`config.mk`:
```
export PLATFORM = sky130hd
export DESIGN_NAME = note_sequencer
export DESIGN_NICKNAME = d
export VERILOG_FILES = /design/src/rtl/note_seq_pkg.sv /design/src/rtl/note_seq_buffer.sv /design/src/rtl/note_sequencer.sv
export SDC_FILE = /design/constraint.sdc
export NUM_CORES = 1
export LEC_CHECK = 0
export CORE_MARGIN = 2
export CORE_UTILIZATION = 43
export CTS_BUF_LIST = sky130_fd_sc_hd__clkbuf_4 sky130_fd_sc_hd__clkbuf_8
export CTS_CLUSTER_DIAMETER = 40
export DETAILED_ROUTE_END_ITERATION = 7
export GPL_TIMING_DRIVEN = 0
export PLACE_DENSITY = 0.57
export SLEW_MARGIN = 0
export SYNTH_ARGS = -nofsm -noshare
export SYNTH_HDL_FRONTEND = slang
export SYNTH_SLANG_ARGS = --single-unit
```
`constraint.sdc`:
```
create_clock -name clk -period 5.1 [get_ports clk]
set_input_delay 1.02 -clock clk [delete_from_list [all_inputs] [get_ports clk]]
set_output_delay 1.02 -clock clk [all_outputs]
set_load 0.01 [all_outputs]
```
`src/rtl/note_seq_pkg.sv`:
```
// note_seq_pkg: shared state type, REST code and note encode/decode
// helpers for the record/playback sequencer.
package note_seq_pkg;

  typedef enum logic [1:0] {
    IDLE,
    RECORD,
    PLAY
  } state_t;

  localparam int CODE_W = 4;
  localparam logic [CODE_W-1:0] REST = 4'hF;

  // Widest keyboard a 4-bit code can address (code F is REST).
  localparam int KEYS_MAX = 15;

  // Lowest pressed key wins; no key pressed encodes REST.
  function automatic logic [CODE_W-1:0] enc(
    input logic [KEYS_MAX-1:0] v
  );
    logic [CODE_W-1:0] c;
    c = REST;
    for (int i = KEYS_MAX - 1; i >= 0; i--) begin
      if (v[i]) c = CODE_W'(i);
    end
    return c;
  endfunction

  // One-hot of the code; REST gives an all-zero vector.
  function automatic logic [KEYS_MAX-1:0] dec(
    input logic [CODE_W-1:0] c
  );
    logic [KEYS_MAX-1:0] d;
    d = '0;
    if (c != REST) d[c] = 1'b1;
    return d;
  endfunction

endpackage

```
`src/rtl/note_seq_buffer.sv`:
```
// note_seq_buffer: DEPTH x W entry store, sync write, comb read.
// Ports: clk, wr_en/wr_addr/wr_data write port, rd_addr/rd_data read.
module note_seq_buffer #(
  parameter int DEPTH = 16,
  parameter int W     = 16,
  parameter int AW    = $clog2(DEPTH)
) (
  input  logic          clk,
  input  logic          wr_en,
  input  logic [AW-1:0] wr_addr,
  input  logic [W-1:0]  wr_data,
  input  logic [AW-1:0] rd_addr,
  output logic [W-1:0]  rd_data
);

  logic [W-1:0] mem_q [DEPTH];

  // Contents are only meaningful below count, so no reset.
  always_ff @(posedge clk) begin
    if (wr_en) mem_q[wr_addr] <= wr_data;
  end

  assign rd_data = mem_q[rd_addr];

endmodule

```
`src/rtl/note_sequencer.sv`:
```
// note_sequencer: live pass-through, record of (note, ticks) entries,
// playback as one-hot keys. Ports: clk, rst_n, keys_in, rec_start,
// play_start, stop -> keys_out, recording, playing, full, count.
module note_sequencer
  import note_seq_pkg::*;
#(
  parameter int NKEYS = 11,
  parameter int DEPTH = 16,
  parameter int DURW  = 12
) (
  input  logic                     clk,
  input  logic                     rst_n,
  input  logic [NKEYS-1:0]         keys_in,
  input  logic                     rec_start,
  input  logic                     play_start,
  input  logic                     stop,
  output logic [NKEYS-1:0]         keys_out,
  output logic                     recording,
  output logic                     playing,
  output logic                     full,
  output logic [$clog2(DEPTH):0]   count
);

  localparam int AW = $clog2(DEPTH);
  localparam int CW = AW + 1;
  localparam int EW = CODE_W + DURW;

  localparam logic [DURW-1:0] DUR_MAX = '1;
  localparam logic [DURW-1:0] DUR_ONE = DURW'(1);
  localparam logic [CW-1:0]   CNT_ONE = CW'(1);
  localparam logic [CW-1:0]   CNT_TOP = CW'(DEPTH);

  typedef struct packed {
    logic [CODE_W-1:0] code;
    logic [DURW-1:0]   dur;
  } entry_t;

  state_t            state_q, state_d;
  logic [NKEYS-1:0]  keys_out_q, keys_out_d;
  logic              recording_q, recording_d;
  logic              playing_q, playing_d;
  logic              full_q, full_d;
  logic [CW-1:0]     count_q, count_d;
  logic [CODE_W-1:0] cur_q, cur_d;
  logic [DURW-1:0]   dur_q, dur_d;
  logic [DURW-1:0]   remain_q, remain_d;
  logic [CW-1:0]     rd_q, rd_d;

  logic              wr_en;
  logic [EW-1:0]     wr_data;
  logic [AW-1:0]     rd_addr;
  logic [EW-1:0]     rd_data;
  entry_t            wr_ent;
  entry_t            rd_ent;
  logic [CODE_W-1:0] code_in;
  logic [NKEYS-1:0]  rd_keys;

  assign code_in = enc(KEYS_MAX'(keys_in));
  assign rd_ent  = rd_data;
  assign rd_keys = NKEYS'(dec(rd_ent.code));
  assign wr_ent  = '{code: cur_q, dur: dur_q};
  assign wr_data = wr_ent;

  // Outside PLAY the read port sits on entry 0 so play_start
  // can load it on the same edge.
  assign rd_addr = (state_q == PLAY) ? rd_q[AW-1:0] : '0;

  note_seq_buffer #(
    .DEPTH (DEPTH),
    .W     (EW),
    .AW    (AW)
  ) u_buf (
    .clk     (clk),
    .wr_en   (wr_en),
    .wr_addr (count_q[AW-1:0]),
    .wr_data (wr_data),
    .rd_addr (rd_addr),
    .rd_data (rd_data)
  );

  always_comb begin
    state_d    = state_q;
    keys_out_d = keys_out_q;
    full_d     = full_q;
    count_d    = count_q;
    cur_d      = cur_q;
    dur_d      = dur_q;
    remain_d   = remain_q;
    rd_d       = rd_q;
    wr_en      = 1'b0;

    unique case (state_q)
      IDLE: begin
        keys_out_d = keys_in;
        if (rec_start) begin
          count_d = '0;
          full_d  = 1'b0;
          cur_d   = code_in;
          dur_d   = DUR_ONE;
          state_d = RECORD;
        end else if (play_start && count_q != '0) begin
          keys_out_d = rd_keys;
          remain_d   = rd_ent.dur;
          rd_d       = CNT_ONE;
          state_d    = PLAY;
        end
      end

      RECORD: begin
        keys_out_d = keys_in;
        if (stop) begin
          wr_en   = 1'b1;
          state_d = IDLE;
        end else if (code_in != cur_q) begin
          wr_en = 1'b1;
          cur_d = code_in;
          dur_d = DUR_ONE;
        end else if (dur_q == DUR_MAX) begin
          // Long note: close this entry, continue in a fresh one.
          wr_en = 1'b1;
          dur_d = DUR_ONE;
        end else begin
          dur_d = dur_q + DUR_ONE;
        end
        if (wr_en) begin
          count_d = count_q + CNT_ONE;
          if (count_d == CNT_TOP) begin
            full_d  = 1'b1;
            state_d = IDLE;
          end
        end
      end

      PLAY: begin
        if (stop) begin
          keys_out_d = keys_in;
          state_d    = IDLE;
        end else if (remain_q > DUR_ONE) begin
          remain_d = remain_q - DUR_ONE;
        end else if (rd_q < count_q) begin
          keys_out_d = rd_keys;
          remain_d   = rd_ent.dur;
          rd_d       = rd_q + CNT_ONE;
        end else begin
          keys_out_d = keys_in;
          state_d    = IDLE;
        end
      end

      default: begin
        state_d = IDLE;
      end
    endcase

    recording_d = (state_d == RECORD);
    playing_d   = (state_d == PLAY);
  end

  always_ff @(posedge clk or negedge rst_n) begin
    if (!rst_n) begin
      state_q     <= IDLE;
      keys_out_q  <= '0;
      recording_q <= 1'b0;
      playing_q   <= 1'b0;
      full_q      <= 1'b0;
      count_q     <= '0;
      cur_q       <= '0;
      dur_q       <= '0;
      remain_q    <= '0;
      rd_q        <= '0;
    end else begin
      state_q     <= state_d;
      keys_out_q  <= keys_out_d;
      recording_q <= recording_d;
      playing_q   <= playing_d;
      full_q      <= full_d;
      count_q     <= count_d;
      cur_q       <= cur_d;
      dur_q       <= dur_d;
      remain_q    <= remain_d;
      rd_q        <= rd_d;
    end
  end

  assign keys_out  = keys_out_q;
  assign recording = recording_q;
  assign playing   = playing_q;
  assign full      = full_q;
  assign count     = count_q;

endmodule
```
### Word-level counts from Yosys, hierarchy flattened

Memory sizes are Yosys's and may differ from the RTL's.
Index checks and enable logic that the tools add are counted.
W data, S select, Z words.

* flip-flop bits (word level): 54
* RAM bits: 256
* bits of input ports: 16
* memories kept: 1

* mux-type cells: 65
* reduce and logical (&&, ||, !) cells: 14
* $add $sub $neg: 4
* eq/ne operators: 20
* magnitude comparators: 4

Memories
* u_buf.mem_q: depth 16, bits a word 16, read ports 1, clocked after Yosys merged registers in 0, write ports 1, line note_seq_buffer.sv:16 `logic [W-1:0] mem_q [DEPTH];`

Operators by type and width (count)
* $mux W12: 9
* $mux W11: 6
* $mux W4: 14
* $pmux W12 S2: 2
* $mux W5: 7
* $pmux W11 S3: 1
* $pmux W5 S2: 2
* $ne A2 B2 Y1 const B: 9
* $mux W2: 8
* $add A12 B1 Y12 const B: 1
* $eq A12 B12 Y1 const B: 1
* $gt A12 B1 Y1 const B: 1
* $sub A12 B1 Y12 const B: 1
* $mux W1: 11
* $add A5 B1 Y5 const B: 2
* $pmux W4 S2: 1
* $reduce_and A4 Y1: 2
* $pmux W2 S3: 1
* $reduce_and A3 Y1: 2
* $reduce_and A6 Y1: 1
* $eq A5 B5 Y1 const B: 1
* $lt A4 B5 Y1 const B: 1
* $lt A5 B5 Y1: 1
* $reduce_and A5 Y1: 1
* 17 further kinds: 21

### Depth between registers and ports, before layout

Gate-level depths: netlist of the first run.

* depth in word-level cells: 18
* mapped depth: 11

### Hierarchy

Synthesis of the first run repeated with hierarchy kept, for this count alone.

* cell total of the unflattened synthesis: 855
* area, all modules: 13492.9 µm²

Modules (own cells, without submodules)
* note_seq_buffer: times used 1, cells each 416, area each 9721.8 µm², seq. area each 7687.4 µm²
* note_sequencer: times used 1, cells each 439, area each 3771.1 µm², seq. area each 1351.3 µm²

### Worst setup path before layout of the first run

Ideal clock, no wire load.

* kind: input -> register
* start: in keys_in[5]
* end: mem u_buf.mem_q[12][0], enable pin
* arrival: 3934 ps
* setup slack: 757 ps
* stages: 7
* setup time: 409 ps
* cells stage by stage: or4_1 > mux2i_1 > a211oi_1 > nor4_4 > a31oi_1 > nand2_1 > nor3_1

* word-level cells in the longest chain between the ends: 13

RTL lines
* start, declared: line note_sequencer.sv:13 `input logic [NKEYS-1:0] keys_in,`
* $mux W4 (6 in series): line note_seq_pkg.sv:24 `if (v[i]) c = CODE_W'(i);`
* $ne A4 B4 Y1: line note_sequencer.sv:114 `end else if (code_in != cur_q) begin`
* $mux W1: line note_sequencer.sv:114
* $mux W1: line note_sequencer.sv:111 `if (stop) begin`
* $mux W1 (2 in series): line note_sequencer.sv:92 `unique case (state_q)`
* $mux W1: line note_seq_buffer.sv:20 `if (wr_en) mem_q[wr_addr] <= wr_data;`
* $mux W1 (not written as such): line note_seq_buffer.sv:20
* end, declared: line note_seq_buffer.sv:16

No other way between the ends. The select of a mux whose other input is x is not followed.

### Worst setup path in the final report of the first run

* start: in keys_in[9]
* end: mem u_buf.mem_q[12][9], enable pin

* word-level cells in the longest chain between the ends: 17

RTL lines (line)
* $mux W4 (10 in series): note_seq_pkg.sv:24
* $ne A4 B4 Y1: note_sequencer.sv:114
* $mux W1: note_sequencer.sv:114
* $mux W1: note_sequencer.sv:111
* $mux W1 (2 in series): note_sequencer.sv:92
* $mux W1: note_seq_buffer.sv:20
* $mux W1 (not written as such): note_seq_buffer.sv:20

No other way between the ends. The select of a mux whose other input is x is not followed.

==> impl_results.md, run 1 <==
* Register bit total from synthesis at between 300 and 400
* Core area at between 30000 and 40000 µm²
* Post-CTS Hold Buffers at 0
* Slowest cell on the critical path: nor3_2
* Fillers at ~2700
* Antenna Nets Post-Route at 0
* Crit-path max FO at 10
* Worst path top cell family by delay: compound AO/OA/AOI/OAI gates
* Vias per inst at just under 6
* Setup crit start: keys_in[9]
* Setup_tns at 0 ps
* Max Root-Sink Buffers at 3
* Total wire length at roughly 38000 µm
* Final setup viols at 0
* Standard-cell rows at 65
* Overall Power at 0.00760 W
* Initial core utilization at 0.434
* Clock-pin slew on the worst setup and hold paths at approximately 60 ps
* Hold WS at approximately 430 ps
* Period minus WS final at 4550 ps
* Nets@finish at between 1000 and 1500
* Hold Vio Cnt, Final at 0
* Peak supply drop at 0.233 mV
* Crit path buf inv count at 2
* Post-CTS Setup Repair Bufs at 0
* DR vias at 9237
* Crit start category: input pin
* Relative slew slack at 0.240
* Placer Congestion at ~0.85
* Hold Crit Class: in2async
* Leakage at 5.90 nW
* DR WL/cell at between 20 and 25 µm
* GRT Total Usage at 0.232
* Kind of critical path: in2reg
* Max cap viols at 0
* Clock Skew at approximately 39 ps
* Critical Path, Cell by Cell: clkdlybuf4s50_1 > nand2b_1 > a221oi_1 > o41ai_1 > xnor2_1 > a31oi_1 > nand2_1 > nor3_2 > buf_6
* Number of global-route vias before repair at 9055
* Crit. End Element: register
* PD cells at roughly 480 nW/µm²
* Status: complete, no violations
* Seq/Total Area, Yosys at 0.665
* H-tree depth at 2
* TritonCTS Sinks at 310
* Number of flops mapped to enable cells by yosys at around 260
* Final period util at 0.893
* Worst EP required at roughly 5400 ps
* Most common cell after layout, fill and taps aside: edfxtp_1
* Max Freq at between 200 and 250 MHz
* Share of the synthesized area in the top cell type at 0.566
* Top Ports at 35
* Drt first pass iters at 6
* Share of layout cells above drive strength 1 at 0.156
* Congestion Overflow GR at 0
* DR DRC count at 0
* Commonest cells after routing, fill and taps aside: 256 x edfxtp_1, 78 x o21ai_0, 73 x a21oi_1, 72 x nand2_1, 62 x mux2i_1
* Post-synthesis cell count at just over 1000
* Post-synthesis cell type count at 63
* RSZ-0062 raised after global routing: no
* Resized Gates After CTS at 0
* Initial antenna violation count at 0
* Ys async rst share at 0.174
* Syn nets at roughly 1000
* Max incr delay on CP at about 800 ps
* Reg area at 9040 µm²
* Area of the multi-input gates at 4340 µm²
* Slew @ Worst Pin at 1140 ps
* Largest net degree at the start of global routing at 35
* Placed cells at between 1000 and 1500
* CP arrival at just under 5000 ps
* Top FF cell, synth: edfxtp_1
* Num CTS Buffers at 54
* Clk root buf: clkbuf_8
* Post-Syn Area at ~14000 µm²
* Cell taking the most area after synthesis: edfxtp_1
* Skew-Pair Late Insertion Delay at 610 ps
* Area Overhead vs Synth at 16.7%
* FF-to-FF Start: dur_q[1]
* Port bufs at 34
* Max Slew Vio Count at 0
* Die H at approximately 180 µm
* Hpwl dp at about 25000 µm
* Die width at between 150 and 200 µm
* First DRT Iteration DRCs at 830
* Min setup slack post-route at 547 ps
* Top cells by area, synth: edfxtp_1 57%, dfrtp_1 9.9%, mux2i_1 4.6%
* Die outline area at approximately 33000 µm²
* Mean Syn Cell Area at ~13 µm²
* Final Non-Filler Cells at around 1600
* CTS tree: done
* First-pass GRT wire length at 56700 µm
* Post-place setup slack at -50.2 ps
* Ys Warns at 0
[worst reg2reg max path: cells and delay by family, from the launching register on]
kind                     cells  cell delay (ps)
AND/OR/NAND/NOR              5             2260
adder cells (fa/ha/maj)      1              340
buffers and inverters        1              270
AO/OA/AOI/OAI                1              500
flip-flops                   1              810
[report_power, final]
group	switching, W	internal, W
sequential	0.000226	0.00304
clock	0.00101	0.00129
combinational	0.00129	0.000738
[synthesized netlist by cell type, types with 3 or more instances]
master / count
a2111oi_0: 3
buf_1: 7
buf_2: 10
a32o_1: 4
o31ai_1: 7
a211oi_1: 16
inv_1: 18
a31oi_1: 13
mux2_2: 36
nand4_1: 7
nand2b_1: 10
dfrtp_1: 54
nand3_1: 24
a21o_1: 5
a41o_1: 5
mux2i_1: 62
a22o_1: 5
nand2_1: 72
nor2_1: 43
and2_1: 5
or4_1: 5
a41oi_1: 3
a221oi_1: 4
o211ai_1: 8
mux4_2: 4
o311a_1: 3
nor4_1: 6
o22ai_1: 3
clkbuf_1: 34
o221ai_1: 11
o311ai_0: 4
a21oi_1: 73
o21ai_0: 78
a22oi_1: 17
and3_1: 9
a21boi_0: 3
ha_1: 17
xor2_1: 6
nor3_1: 33
edfxtp_1: 256
[logic make-up after synthesis]
kind of cell    synth area share
flops                      0.665
compound gates             0.132
simple gates              0.0797
mux                       0.0821
buf+inv                   0.0211
fa+ha+maj                 0.0156
xor+xnor                 0.00451
[registers in the layout, summed over array words and instances (netlist names)]
name,count
count,5
cur_q,4
dur_q,12
full,1
keys_out,11
playing,1
rd_q,5
recording,1
remain_q,12
state_q,2
u_buf.mem_q,256
[path summary, 6_finish.rpt]
check                                      to  slack [ps]  cells after the start
max                        u_buf.mem_q[12][9]         550                      9
min                               remain_q[6]         430                      1
max reg2reg                u_buf.mem_q[12][9]         600                      8
min reg2reg                              full         500                      2
max in group asynchronous            dur_q[8]        4020                      2
min in group clk                         full         500                      2
[metrics by stage]
| stage | utilization | cell area (µm²) |
|---|---|---|
| 2_1_floorplan | - | 13600 |
| 3_3_place_gp | 0.461 | 14400 |
| 3_5_place_dp | 0.471 | 14800 |
| 4_1_cts | 0.507 | 15900 |
| 5_1_grt | 0.507 | 15900 |
| 6_report | 0.507 | 15900 |
[layout make-up]
cell class,count,share of cell area
sequential,310,0.570
multi-input combinational,631,0.274
clock buffer,78,0.0594
timing repair buffer,55,0.0368
tap,402,0.0317
buffer,51,0.0129
clock inverter,21,0.0103
inverter,22,0.00521
antenna,1,0.000158
[routing by layer]
metal,share of wire,vias to the layer above,global-route usage
li1,-,4198,-
met1,0.45,4639,0.339
met2,0.45,333,0.356
met3,0.069,67,0.0387
met4,0.025,0,0.0758
met5,0,-,0
Note: power is estimated with default switching activity, not from simulation.
==> run 2, diff against run 1 <==
- CORE_MARGIN: 2 -> 3
==> run 2 against run 1 <==
Total power fell by 1.2%. Non-clock buffer count did not move. Highest routed layer unchanged. Critical endpoint is now u_buf.mem_q[0][3]. Combinational power barely moved. First-iteration DRC count rose by 7.8%.
==> impl_results.md, run 2 (synthesis gave the netlist of run 1 again) <==
* Hold WS at 473 ps (+38.1 ps)
* Die H at 184 µm (+1.1%)
* Period minus WS final at 4560 ps (+10.3 ps)
* Most common cell after layout, fill and taps aside: edfxtp_1
* Skew-Pair Late Insertion Delay at 590 ps (-20 ps)
* Max cap viols at 0 (unchanged)
* Leakage at 5.88 nW (-0.43%)
* Hold Vio Cnt, Final at 0 (unchanged)
* DP Area at 14800 µm² (about the same)
* Die outline area at 33800 µm² (+2.2%)
* Peak supply drop at 0.397 mV (+71%)
* Fillers at 2708 (+0.37%)
* Worst EP required at 5380 ps (about the same)
* DR WL/cell at 24.2 µm (+0.57%)
* TritonCTS Sinks at 310 (unchanged)
* Final period util at 0.895 (+0.00201)
* Congestion Overflow GR at 0 (unchanged)
* Status: complete, no violations
* Clock-pin slew on the worst setup and hold paths at 60 ps (about the same)
* Hpwl dp at 25400 µm (about the same)
* Crit start category: input pin
* Crit-path max FO at 10 (unchanged)
* Num CTS Buffers at 55 (+1.9%)
* Crit path buf inv count at 2 (unchanged)
* H-tree depth at 2 (unchanged)
* Crit. End Element: register
* Final instance area at 15800 µm² (-0.28%)
* DR DRC count at 0 (unchanged)
* Largest net degree at the start of global routing at 55 (+57%)
* Placer Congestion at 0.831 (-2.6%)
* Post-CTS Setup Repair Bufs at 0 (unchanged)
* Critical Path, Cell by Cell: clkdlybuf4s50_1 > or4_1 > mux2i_1 > a211oi_1 > nor4_4 > a31oi_1 > nand2_1 > nor3_2 > buf_8
* Port bufs at 34 (unchanged)
* CTS tree: done
* RSZ-0062 raised after global routing: no
* First-pass GRT wire length at 57000 µm (+0.56%)
* First DRT Iteration DRCs at 895 (+7.8%)
* Min setup slack post-route at 537 ps (-10.3 ps)
* Resized Gates After CTS at 0 (unchanged)
* Overall Power at 0.00750 W (-1.2%)
* CP arrival at 4850 ps (about the same)
* Total wire length at 37800 µm (about the same)
* DR vias at 9303 (+0.71%)
* Relative slew slack at 0.271 (+0.0300)
* Final setup viols at 0 (unchanged)
* Drt first pass iters at 5 (-1)
* GRT Total Usage at 0.225 (-0.00715)
* Number of global-route vias before repair at 9130 (+0.83%)
* Biggest register: u_buf.mem_q
* Clock Skew at 38.1 ps (-0.593 ps)
* Largest register FFs at 256 (unchanged)
* PD cells at 474 nW/µm² (-0.95%)
* Post-CTS Hold Buffers at 0 (unchanged)
* Post-place setup slack at 18.4 ps (+68.6 ps)
* Worst path top cell family by delay: simple AND/OR/NAND/NOR gates
* Max Slew Vio Count at 0 (unchanged)
* Die width at 184 µm (+1.1%)
* Initial antenna violation count at 0 (unchanged)
* Biggest regs: u_buf.mem_q (256), dur_q (12), remain_q (12)
* Slew @ Worst Pin at 1090 ps (-40.8 ps)
* Nets@finish at 1159 (+0.086%)
* Standard-cell rows at 64 (-1.5%)
* Max Freq at 219 MHz (-0.22%)
* Max incr delay on CP at 790 ps (about the same)
* Commonest cells after routing, fill and taps aside: 256 x edfxtp_1, 78 x o21ai_0, 73 x a21oi_1, 72 x nand2_1, 62 x mux2i_1
* Vias per inst at 5.95 (+1.2%)
* Max Root-Sink Buffers at 3 (unchanged)
* Clk root buf: clkbuf_8
* Share of layout cells above drive strength 1 at 0.154 (-0.00158)
* Top Ports at 35 (unchanged)
* Area Overhead vs Synth at 16.4%
* Antenna Nets Post-Route at 0 (unchanged)
* Kind of critical path: in2reg
* # diodes at 0 (-1)
* Initial core utilization at 0.440 (+0.00564)
* Slowest cell on the critical path: nor3_2
* Core area at 30900 µm² (-1.3%)
* Hold Crit Class: in2async
-- run 2: cell count changes in the layout (fill, tap and decap cells not counted), sizes merged --
cell and change:
clkbuf -5, clkinv +5, bufinv -2, clkinvlp +1, diode -1
-- run 2: path summary, 6_finish.rpt --
| path | start | endpoint | slack [ps] | depth (start not counted) |
|---|---|---|---|---|
| max | keys_in[5] | u_buf.mem_q[0][3] | 540 | 9 |
| min | rst_n | remain_q[6] | 470 | 1 |
| max reg2reg | dur_q[1] | u_buf.mem_q[0][3] | 710 | 8 |
| min reg2reg | remain_q[6] | remain_q[6] | 520 | 1 |
| max in group asynchronous | rst_n | dur_q[8] | 4020 | 1 |
| min in group clk | remain_q[6] | remain_q[6] | 520 | 1 |
-- run 2: where the power goes --
part | internal (W) | switching, W | leakage [nW]
registers | 0.00304 | 0.000229 | 3.17
clock network | 0.00117 | 0.00102 | 0.544
logic | 0.000732 | 0.00131 | 2.16
-- run 2: area by class of cell --
type,instances,area (µm²),share of cell area
Sequential cell,310,9040,0.571
Multi-Input combinational cell,631,4340,0.275
Inverter,22,82.6,0.00522
Buffer,51,204,0.0129
Clock inverter,25,138,0.00870
Tap cell,396,495,0.0313
Timing Repair Buffer,55,601,0.0380
Clock buffer,73,917,0.0580
-- run 2: per-layer routing --
| metal | GRT usage | up-vias | share of wire |
|---|---|---|---|
| li1 | - | 4202 | - |
| met1 | 0.341 | 4675 | 0.46 |
| met2 | 0.336 | 356 | 0.44 |
| met3 | 0.0402 | 70 | 0.071 |
| met4 | 0.0647 | 0 | 0.025 |
| met5 | 0 | - | 0 |
-- run 2: stage by stage --
step / std cells / setup TNS, ps / util
final: 1563 / 0 / 0.512
after global routing: 1563 / 0 / 0.512
after CTS: 1563 / 0 / 0.512
after detailed placement: 1465 / 0 / 0.478
after global placement: 1444 / -293200 / 0.467
after floorplan: 1014 / 0 / -
